**config.mk**
```make
export PLATFORM = sky130hd
export DESIGN_NAME = extended_hamming_block_codec_flat
export DESIGN_NICKNAME = d
export VERILOG_FILES = /design/src/rtl/extended_hamming_block_codec_pkg.sv /design/src/rtl/extended_hamming_block_codec_if.sv /design/src/rtl/extended_hamming_block_codec_syndrome.sv /design/src/rtl/extended_hamming_block_codec.sv /design/src/flat_wrapper.sv
export SDC_FILE = /design/constraint.sdc
export NUM_CORES = 1
export LEC_CHECK = 0
export CAP_MARGIN = 20
export CORE_MARGIN = 10
export CORE_UTILIZATION = 35
export CTS_CLUSTER_DIAMETER = 80
export DETAILED_ROUTE_END_ITERATION = 6
export PLACE_DENSITY = 0.66
export SYNTH_ARGS = -nofsm -noshare
export SYNTH_HDL_FRONTEND = slang
export SYNTH_HIERARCHICAL = 1
export SYNTH_SLANG_ARGS = --single-unit
export TNS_END_PERCENT = 50
```
**constraint.sdc**
```tcl
create_clock -name clock -period 0.9 [get_ports clock]
set_input_delay 0.18 -clock clock [delete_from_list [all_inputs] [get_ports clock]]
set_output_delay 0.18 -clock clock [all_outputs]
set_load 0.01 [all_outputs]
```
**src/rtl/extended_hamming_block_codec_pkg.sv**
```systemverilog
// Shared sizing and block-layout helpers for the extended Hamming (SECDED) codec.
package extended_hamming_pkg;

    // r + 1, where r is the smallest value with 2^r >= data_width + r + 1
    function automatic int parity_width(input int data_width);
        int r;
        r = 1;
        while ((1 << r) < data_width + r + 1)
            r++;
        return r + 1;
    endfunction

    function automatic int block_width(input int data_width);
        return data_width + parity_width(data_width);
    endfunction

    function automatic bit is_pow2(input int pos);
        return (pos > 0) && ((pos & (pos - 1)) == 0);
    endfunction

    // Data bits fill the non-power-of-two positions from bit 3 upward
    function automatic int data_position(input int data_index);
        int pos;
        int count;
        pos   = 2;
        count = -1;
        while (count < data_index) begin
            pos++;
            if (!is_pow2(pos))
                count++;
        end
        return pos;
    endfunction

endpackage

```
**src/rtl/extended_hamming_block_codec_if.sv**
```systemverilog
// Pack and check/correct request/result bundle for extended_hamming_block_codec.
interface extended_hamming_block_codec_if #(
    parameter int DATA_WIDTH = 8
);
    import extended_hamming_pkg::*;

    localparam int PARITY_WIDTH = parity_width(DATA_WIDTH);
    localparam int BLOCK_WIDTH  = block_width(DATA_WIDTH);

    logic                    pack_valid;
    logic [DATA_WIDTH-1:0]   pack_data;
    logic [PARITY_WIDTH-1:0] pack_code;
    logic                    pack_block_valid;
    logic [BLOCK_WIDTH-1:0]  pack_block;

    logic                    check_valid;
    logic [BLOCK_WIDTH-1:0]  check_block;
    logic                    result_valid;
    logic                    error;
    logic                    uncorrectable;
    logic [BLOCK_WIDTH-1:0]  corrected_block;

    modport master (
        output pack_valid, pack_data, pack_code, check_valid, check_block,
        input  pack_block_valid, pack_block, result_valid, error, uncorrectable, corrected_block
    );

    modport slave (
        input  pack_valid, pack_data, pack_code, check_valid, check_block,
        output pack_block_valid, pack_block, result_valid, error, uncorrectable, corrected_block
    );

endinterface

```
**src/rtl/extended_hamming_block_codec_syndrome.sv**
```systemverilog
// Combinational syndrome (XOR of set-bit indices 1..N-1) and overall parity of a block.
module extended_hamming_syndrome #(
    parameter int BLOCK_WIDTH = 13,
    parameter int SYN_WIDTH   = 4
) (
    input  logic [BLOCK_WIDTH-1:0] block,
    output logic [SYN_WIDTH-1:0]   syndrome,
    output logic                   parity
);

    always_comb begin
        syndrome = '0;
        for (int pos = 1; pos < BLOCK_WIDTH; pos++) begin
            if (block[pos])
                syndrome = syndrome ^ SYN_WIDTH'(pos);
        end
    end

    assign parity = ^block;

endmodule

```
**src/rtl/extended_hamming_block_codec.sv**
```systemverilog
// Registered SECDED pack and check/correct channels, 1-cycle latency each.
// Optional saturating event counters: EXTENDED_HAMMING_BLOCK_CODEC_COUNTERS_EN.
module extended_hamming_block_codec
    import extended_hamming_pkg::*;
#(
    parameter int DATA_WIDTH = 8
) (
    input  logic clock,
    input  logic reset,
    extended_hamming_block_codec_if.slave bus
`ifdef EXTENDED_HAMMING_BLOCK_CODEC_COUNTERS_EN
    ,
    output logic [15:0] corrected_count,
    output logic [15:0] uncorrectable_count
`endif
);

    localparam int PARITY_WIDTH = parity_width(DATA_WIDTH);
    localparam int BLOCK_WIDTH  = block_width(DATA_WIDTH);
    localparam int SYN_WIDTH    = PARITY_WIDTH - 1;

    wire [BLOCK_WIDTH-1:0] pack_layout;

    assign pack_layout[0] = bus.pack_code[PARITY_WIDTH-1];
    for (genvar k = 0; k < PARITY_WIDTH - 1; k++) begin : g_code
        assign pack_layout[1 << k] = bus.pack_code[k];
    end
    for (genvar d = 0; d < DATA_WIDTH; d++) begin : g_data
        assign pack_layout[data_position(d)] = bus.pack_data[d];
    end

    logic [SYN_WIDTH-1:0]   syndrome;
    logic                   parity;
    logic                   error_d;
    logic                   unc_d;
    logic [BLOCK_WIDTH-1:0] corrected_d;

    extended_hamming_syndrome #(
        .BLOCK_WIDTH (BLOCK_WIDTH),
        .SYN_WIDTH   (SYN_WIDTH)
    ) u_syndrome (
        .block    (bus.check_block),
        .syndrome (syndrome),
        .parity   (parity)
    );

    // Odd parity with an in-range syndrome is a single error at that bit (S = 0 is bit 0)
    always_comb begin
        error_d     = parity || (syndrome != '0);
        unc_d       = 1'b0;
        corrected_d = bus.check_block;
        if (parity) begin
            if (int'(syndrome) < BLOCK_WIDTH)
                corrected_d = bus.check_block ^ (BLOCK_WIDTH'(1) << syndrome);
            else
                unc_d = 1'b1;
        end else if (syndrome != '0) begin
            unc_d = 1'b1;
        end
    end

    // Stage p1: registered outputs
    logic                   pack_vld_p1;
    logic [BLOCK_WIDTH-1:0] pack_block_p1;
    logic                   result_vld_p1;
    logic                   error_p1;
    logic                   unc_p1;
    logic [BLOCK_WIDTH-1:0] corrected_p1;

    always_ff @(posedge clock or posedge reset) begin
        if (reset) begin
            pack_vld_p1   <= 1'b0;
            pack_block_p1 <= '0;
            result_vld_p1 <= 1'b0;
            error_p1      <= 1'b0;
            unc_p1        <= 1'b0;
            corrected_p1  <= '0;
        end else begin
            pack_vld_p1   <= bus.pack_valid;
            result_vld_p1 <= bus.check_valid;
            if (bus.pack_valid)
                pack_block_p1 <= pack_layout;
            if (bus.check_valid) begin
                error_p1     <= error_d;
                unc_p1       <= unc_d;
                corrected_p1 <= corrected_d;
            end
        end
    end

    assign bus.pack_block_valid = pack_vld_p1;
    assign bus.pack_block       = pack_block_p1;
    assign bus.result_valid     = result_vld_p1;
    assign bus.error            = error_p1;
    assign bus.uncorrectable    = unc_p1;
    assign bus.corrected_block  = corrected_p1;

`ifdef EXTENDED_HAMMING_BLOCK_CODEC_COUNTERS_EN
    logic [15:0] corrected_cnt_p1;
    logic [15:0] unc_cnt_p1;

    always_ff @(posedge clock or posedge reset) begin
        if (reset) begin
            corrected_cnt_p1 <= '0;
            unc_cnt_p1       <= '0;
        end else if (bus.check_valid) begin
            if (error_d && !unc_d && (corrected_cnt_p1 != 16'hFFFF))
                corrected_cnt_p1 <= corrected_cnt_p1 + 16'd1;
            if (unc_d && (unc_cnt_p1 != 16'hFFFF))
                unc_cnt_p1 <= unc_cnt_p1 + 16'd1;
        end
    end

    assign corrected_count     = corrected_cnt_p1;
    assign uncorrectable_count = unc_cnt_p1;
`endif

endmodule

```
**src/flat_wrapper.sv**
```systemverilog
// flat-port wrapper written by rule: the top's interface ports become plain ports
module extended_hamming_block_codec_flat import extended_hamming_pkg::*;
#(
    parameter int DATA_WIDTH = 8
)
  (clock, reset, bus_pack_valid, bus_pack_data, bus_pack_code, bus_check_valid, bus_check_block, bus_pack_block_valid, bus_pack_block, bus_result_valid, bus_error, bus_uncorrectable, bus_corrected_block);
  extended_hamming_block_codec_if #(.DATA_WIDTH(DATA_WIDTH)) bus_i ();
  input  logic clock;
  input  logic reset;
  input wire logic [$bits(bus_i.pack_valid)-1:0] bus_pack_valid;
  input wire logic [$bits(bus_i.pack_data)-1:0] bus_pack_data;
  input wire logic [$bits(bus_i.pack_code)-1:0] bus_pack_code;
  input wire logic [$bits(bus_i.check_valid)-1:0] bus_check_valid;
  input wire logic [$bits(bus_i.check_block)-1:0] bus_check_block;
  output wire logic [$bits(bus_i.pack_block_valid)-1:0] bus_pack_block_valid;
  output wire logic [$bits(bus_i.pack_block)-1:0] bus_pack_block;
  output wire logic [$bits(bus_i.result_valid)-1:0] bus_result_valid;
  output wire logic [$bits(bus_i.error)-1:0] bus_error;
  output wire logic [$bits(bus_i.uncorrectable)-1:0] bus_uncorrectable;
  output wire logic [$bits(bus_i.corrected_block)-1:0] bus_corrected_block;
  assign bus_i.pack_valid = bus_pack_valid;
  assign bus_i.pack_data = bus_pack_data;
  assign bus_i.pack_code = bus_pack_code;
  assign bus_i.check_valid = bus_check_valid;
  assign bus_i.check_block = bus_check_block;
  assign bus_pack_block_valid = bus_i.pack_block_valid;
  assign bus_pack_block = bus_i.pack_block;
  assign bus_result_valid = bus_i.result_valid;
  assign bus_error = bus_i.error;
  assign bus_uncorrectable = bus_i.uncorrectable;
  assign bus_corrected_block = bus_i.corrected_block;
  extended_hamming_block_codec #(.DATA_WIDTH(DATA_WIDTH)) u_core (.clock(clock), .reset(reset), .bus(bus_i));
endmodule
```
# Word level (Yosys, flattened, before mapping)
# Cells that the tools add are included.
# W data, S select, Z words.
# totals
register_bits	30
in_bits	30
output_inout_bits	30
elab_cells	40
# op_classes
order_cmp	1
n_shift	1
n_mux	17
n_bitwise	12
n_reduce_logical	3
# op_table
op	count
$mux W13	2
$mux W4	5
$reduce_xor A13 Y1	1
$shl A1 B4 Y13 const A	1
$xor A13 B13 Y13	1
$mux W3	4
$not A2 Y2	6
$not A3 Y3	2
$lt A4 B4 Y1 const B	1
$mux W1	4
$mux W2	2
$reduce_bool A4 Y1	1
$not A1 Y1 const A	3
$logic_or A1 B1 Y1	1

# Longest topological paths before layout
# logic_depth
depth_word	24
depth_mapped	7
mapped_depth_nobuf	6

# Hierarchy
# The synthesis kept the hierarchy.
# modules_own_cells
mod	instances	cells_each	area_each_um2	seq_area_each_um2
extended_hamming_block_codec	1	123	1351.3	750.7
extended_hamming_syndrome	1	20	197.7	0.0

# Least setup slack after synthesis
# Ideal clock, no wire load.
# synth_timing
kind	in2reg
from	input bus_check_block[12]
to	register u_core.corrected_p1[0], in the netlist u_core/bus.corrected_block[0]
setup_ns	0.082
arrival_ns	2.007
t_required_ns	0.818
slack_ns	-1.188
stages	7
path_buffers	1
cell_sequence	xnor2_1 > xnor3_1 > xnor3_1 > buf_4 > or3b_4 > or3_1 > a31oi_1
# synth_via
word_cells_on_any_way	7
cone_classes	1 x order compare; 1 x shift; 3 x mux; 1 x bitwise; 1 x reduce/logical
# synth_rtl
item	line_no	text
start: declaration	flat_wrapper.sv:14	input wire logic [$bits(bus_i.check_block)-1:0] bus_check_block;
$reduce_xor A13 Y1	extended_hamming_block_codec_syndrome.sv:19	assign parity = ^block;
via u_core.parity	extended_hamming_block_codec.sv:33	logic parity;
$mux W13	extended_hamming_block_codec.sv:52	if (parity) begin
end signal: assignment	extended_hamming_block_codec.sv:86	corrected_p1 <= corrected_d;
end: declaration	extended_hamming_block_codec.sv:68	logic [BLOCK_WIDTH-1:0] corrected_p1;
# The timed path passes the listed nets, and every way through them passes these cells.
# A chain may end at the register's enable or synchronous reset.

# Worst setup path after layout
# layout_timing
from	input bus_check_block[9]
to	register u_core.corrected_p1[12], in the netlist u_core/bus.corrected_block[12]
# Same word-level chain as after synthesis.

==> out/results.ini <==
[floorplan]
fp-row-count=24
die_area_um2=7490
ios=60
core-area_um2=4320
die_w_um=86.5
die_h_um=86.5
start_util_pct=35.8

[worst_setup_path]
critPathRequiredTime_ns=1.10
max_stage_delay_ns=0.40
cp-end-kind=flop
cp_common_cell=xnor3_1
crit_family=simple AND/OR/NAND/NOR gates
crit_type=primary input to flop
worst-path-max-fanout=4
crit_path_top_delay_cell=or3b_4
worstPathArrival_ns=1.95
path_buf_inv=1
cp-start-kind=primary input
worstPathCellList=buf_8 > xnor2_4 > xnor3_1 > xnor3_1 > or3b_4 > or3_1 > a31oi_1

[routing]
dr_total_vias=1489
routed_wl_um=4610
drc=0
viasPerCell=4.93
ant_nets=0
firstDrtPassIters=4
drt_iter0_markers=33
routedWlPerCell_um=15.3

[timing]
relSlewSlack_pct=79.8
slew_violations=0
skew_ns=0
rsz0062_at_grt=yes
timing.final.crit_period_ns=1.75
max_freq_ghz=0.570
fin_ws_ns=-0.854
worst_pin_slew_ns=0.301
finalCritPeriodShare_pct=195
setup_viol=45
hold_viol_final=0
hold_ws_ns=0.253

[cts]
numCtsBuffers=5
clk_latency_ns=0.27
cts_hold_buf=0
cts.clk_slew.worst_paths_ns=0.06
cts_tree=done
cts.sinks=30
clockBufferDepth=2
htreeDepth=2
clockRootBuffer=clkbuf_8

[finish]
final_common_cell=buf_4
mostFrequentLayoutCells=45 x buf_4, 30 x dfrtp_1, 20 x buf_6, 18 x buf_2
fillers=351
drive_gt1_share_pct=51.2
antenna_cells=0
layout.nets=280
syn_to_final_growth_pct=78.4

[pwr]
p_leak_uw=0.00123
peakVddDrop_mv=0.829
power.density_nw_per_um2=1760
power.total_uw=4870

[status]
status=finished, violations left
failed_checks=setup timing

[yosys]
synthArstFlopShare_pct=100
yosys_warnings=6
ys.flop_type=dfrtp_1
syn_area_um2=1550
ys_ff_latch=30
synth_top_area_share_pct=48.5
syn_area_per_cell_um2=10.8
synth_top_cell_by_area=dfrtp_1
syn_nets=173
ys_seq_area_share_pct=48.5
synth_edf_count=0
synth_area_leaders=dfrtp_1 48%, mux2_2 10%, xnor2_1 7.4%
synthDistinctLibCells=24
syn_inst=143

[worst_hold_path]
worst_hold_path_type=primary input to asynchronous set/reset pin

[grt]
grt_start_max_net_pins=31
grt_pass1_vias=1497
overflow=0
grt_pass1_wl_um=6930
antenna_found_initial=0
grt_usage_pct=11.6

[placed_design]
port-buffer-count=59
hpwl_um=3410
gp_congestion=0.842

[job]
drv_cap=0

-- cell type report --
type	instances	area [um^2]	area share [%]
clock buffers	7	76.3	2.76
well taps	52	65.1	2.35
repair buffers	106	917	33.2
inverters	3	11.3	0.407
multi-input cells	104	943	34.1
flip-flops and latches	30	751	27.2
-- registers in the layout, indices dropped and copies added (netlist names) --
| name | flops |
|---|---|
| u_core/bus.pack_block_valid | 1 |
| u_core/bus.pack_block | 13 |
| u_core/bus.result_valid | 1 |
| u_core/bus.corrected_block | 13 |
| u_core/bus.uncorrectable | 1 |
| u_core/bus.error | 1 |
-- through the flow --
step	worst slack, ns	setup TNS (ns)	util (%)	cell area [um^2]	instances
after floorplan	-1.05	-12.90	-	1580	143
after global placement	-1.53	-31.59	56.9	2460	278
after detailed placement	-1.59	-32.77	56.9	2460	278
after CTS	-1.04	-16.08	57.3	2480	293
after global routing	-0.913	-15.61	63.9	2760	302
final	-0.854	-13.66	63.9	2760	302
-- logic make-up after synthesis --
| logic type | share of synthesized area, % |
|---|---|
| AO/OA/AOI/OAI | 10.8 |
| flip-flops | 48.5 |
| XOR/XNOR | 12.5 |
| buffers and inverters | 2.91 |
| AND/OR/NAND/NOR | 15.1 |
| multiplexers | 10.2 |
-- worst register-to-register path, delay by kind of cell (launching register included) --
kind / cells / cell delay (ns)
buf+inv: 1 / 0.13
flops: 1 / 0.37
mux: 1 / 0.25
-- repair_timing --
action / 4_1_cts / 5_1_grt
buffers inserted: 8 / 9
pin swaps: 21 / 29
endpoints found under the setup margin: 58 / 45
gates resized for setup: 163 / 66
-- final timing paths --
path	start	end	slack, ns	cells past startpoint
max in group asynchronous	reset	u_core/bus.pack_block[5]$_DFFE_PP0P_	0.49	3
min reg2reg	u_core/bus.pack_block[5]$_DFFE_PP0P_	u_core/bus.pack_block[5]$_DFFE_PP0P_	0.50	1
max reg2reg	u_core/bus.pack_block[8]$_DFFE_PP0P_	u_core/bus.pack_block[8]$_DFFE_PP0P_	0.03	2
min in group clock	bus_check_block[8]	u_core/bus.corrected_block[8]$_DFFE_PP0P_	0.28	4
max	bus_check_block[9]	u_core/bus.corrected_block[12]$_DFFE_PP0P_	-0.85	7
min	reset	u_core/bus.corrected_block[9]$_DFFE_PP0P_	0.25	3
-- Yosys cell counts, drive strengths merged, types with 3 or more instances --
master	instances
a31oi	14
mux2	14
buf	4
or3	13
inv	3
xor2	4
xnor2	13
nand2b	3
o21ai	13
nor2	16
dfrtp	30
nand3b	3
-- where the power goes --
group	switching [uW]	total [uW]	leakage (uW)	internal, uW
Sequential	97.5	1620	0.000341	1530
Clock	415	944	0.0000383	529
Combinational	985	2300	0.000850	1320
Total	1500	4870	0.00123	3370
-- layer usage --
| metal | routed length (um) | up-vias | track usage (%) |
|---|---|---|---|
| li1 | - | 715 | - |
| met1 | 1830 | 703 | 12.2 |
| met2 | 2280 | 64 | 19.6 |
| met3 | 423 | 7 | 5.82 |
| met4 | 75 | 0 | 4.42 |
| met5 | 0 | - | 0 |
Note: power is estimated with default switching activity, not from simulation.
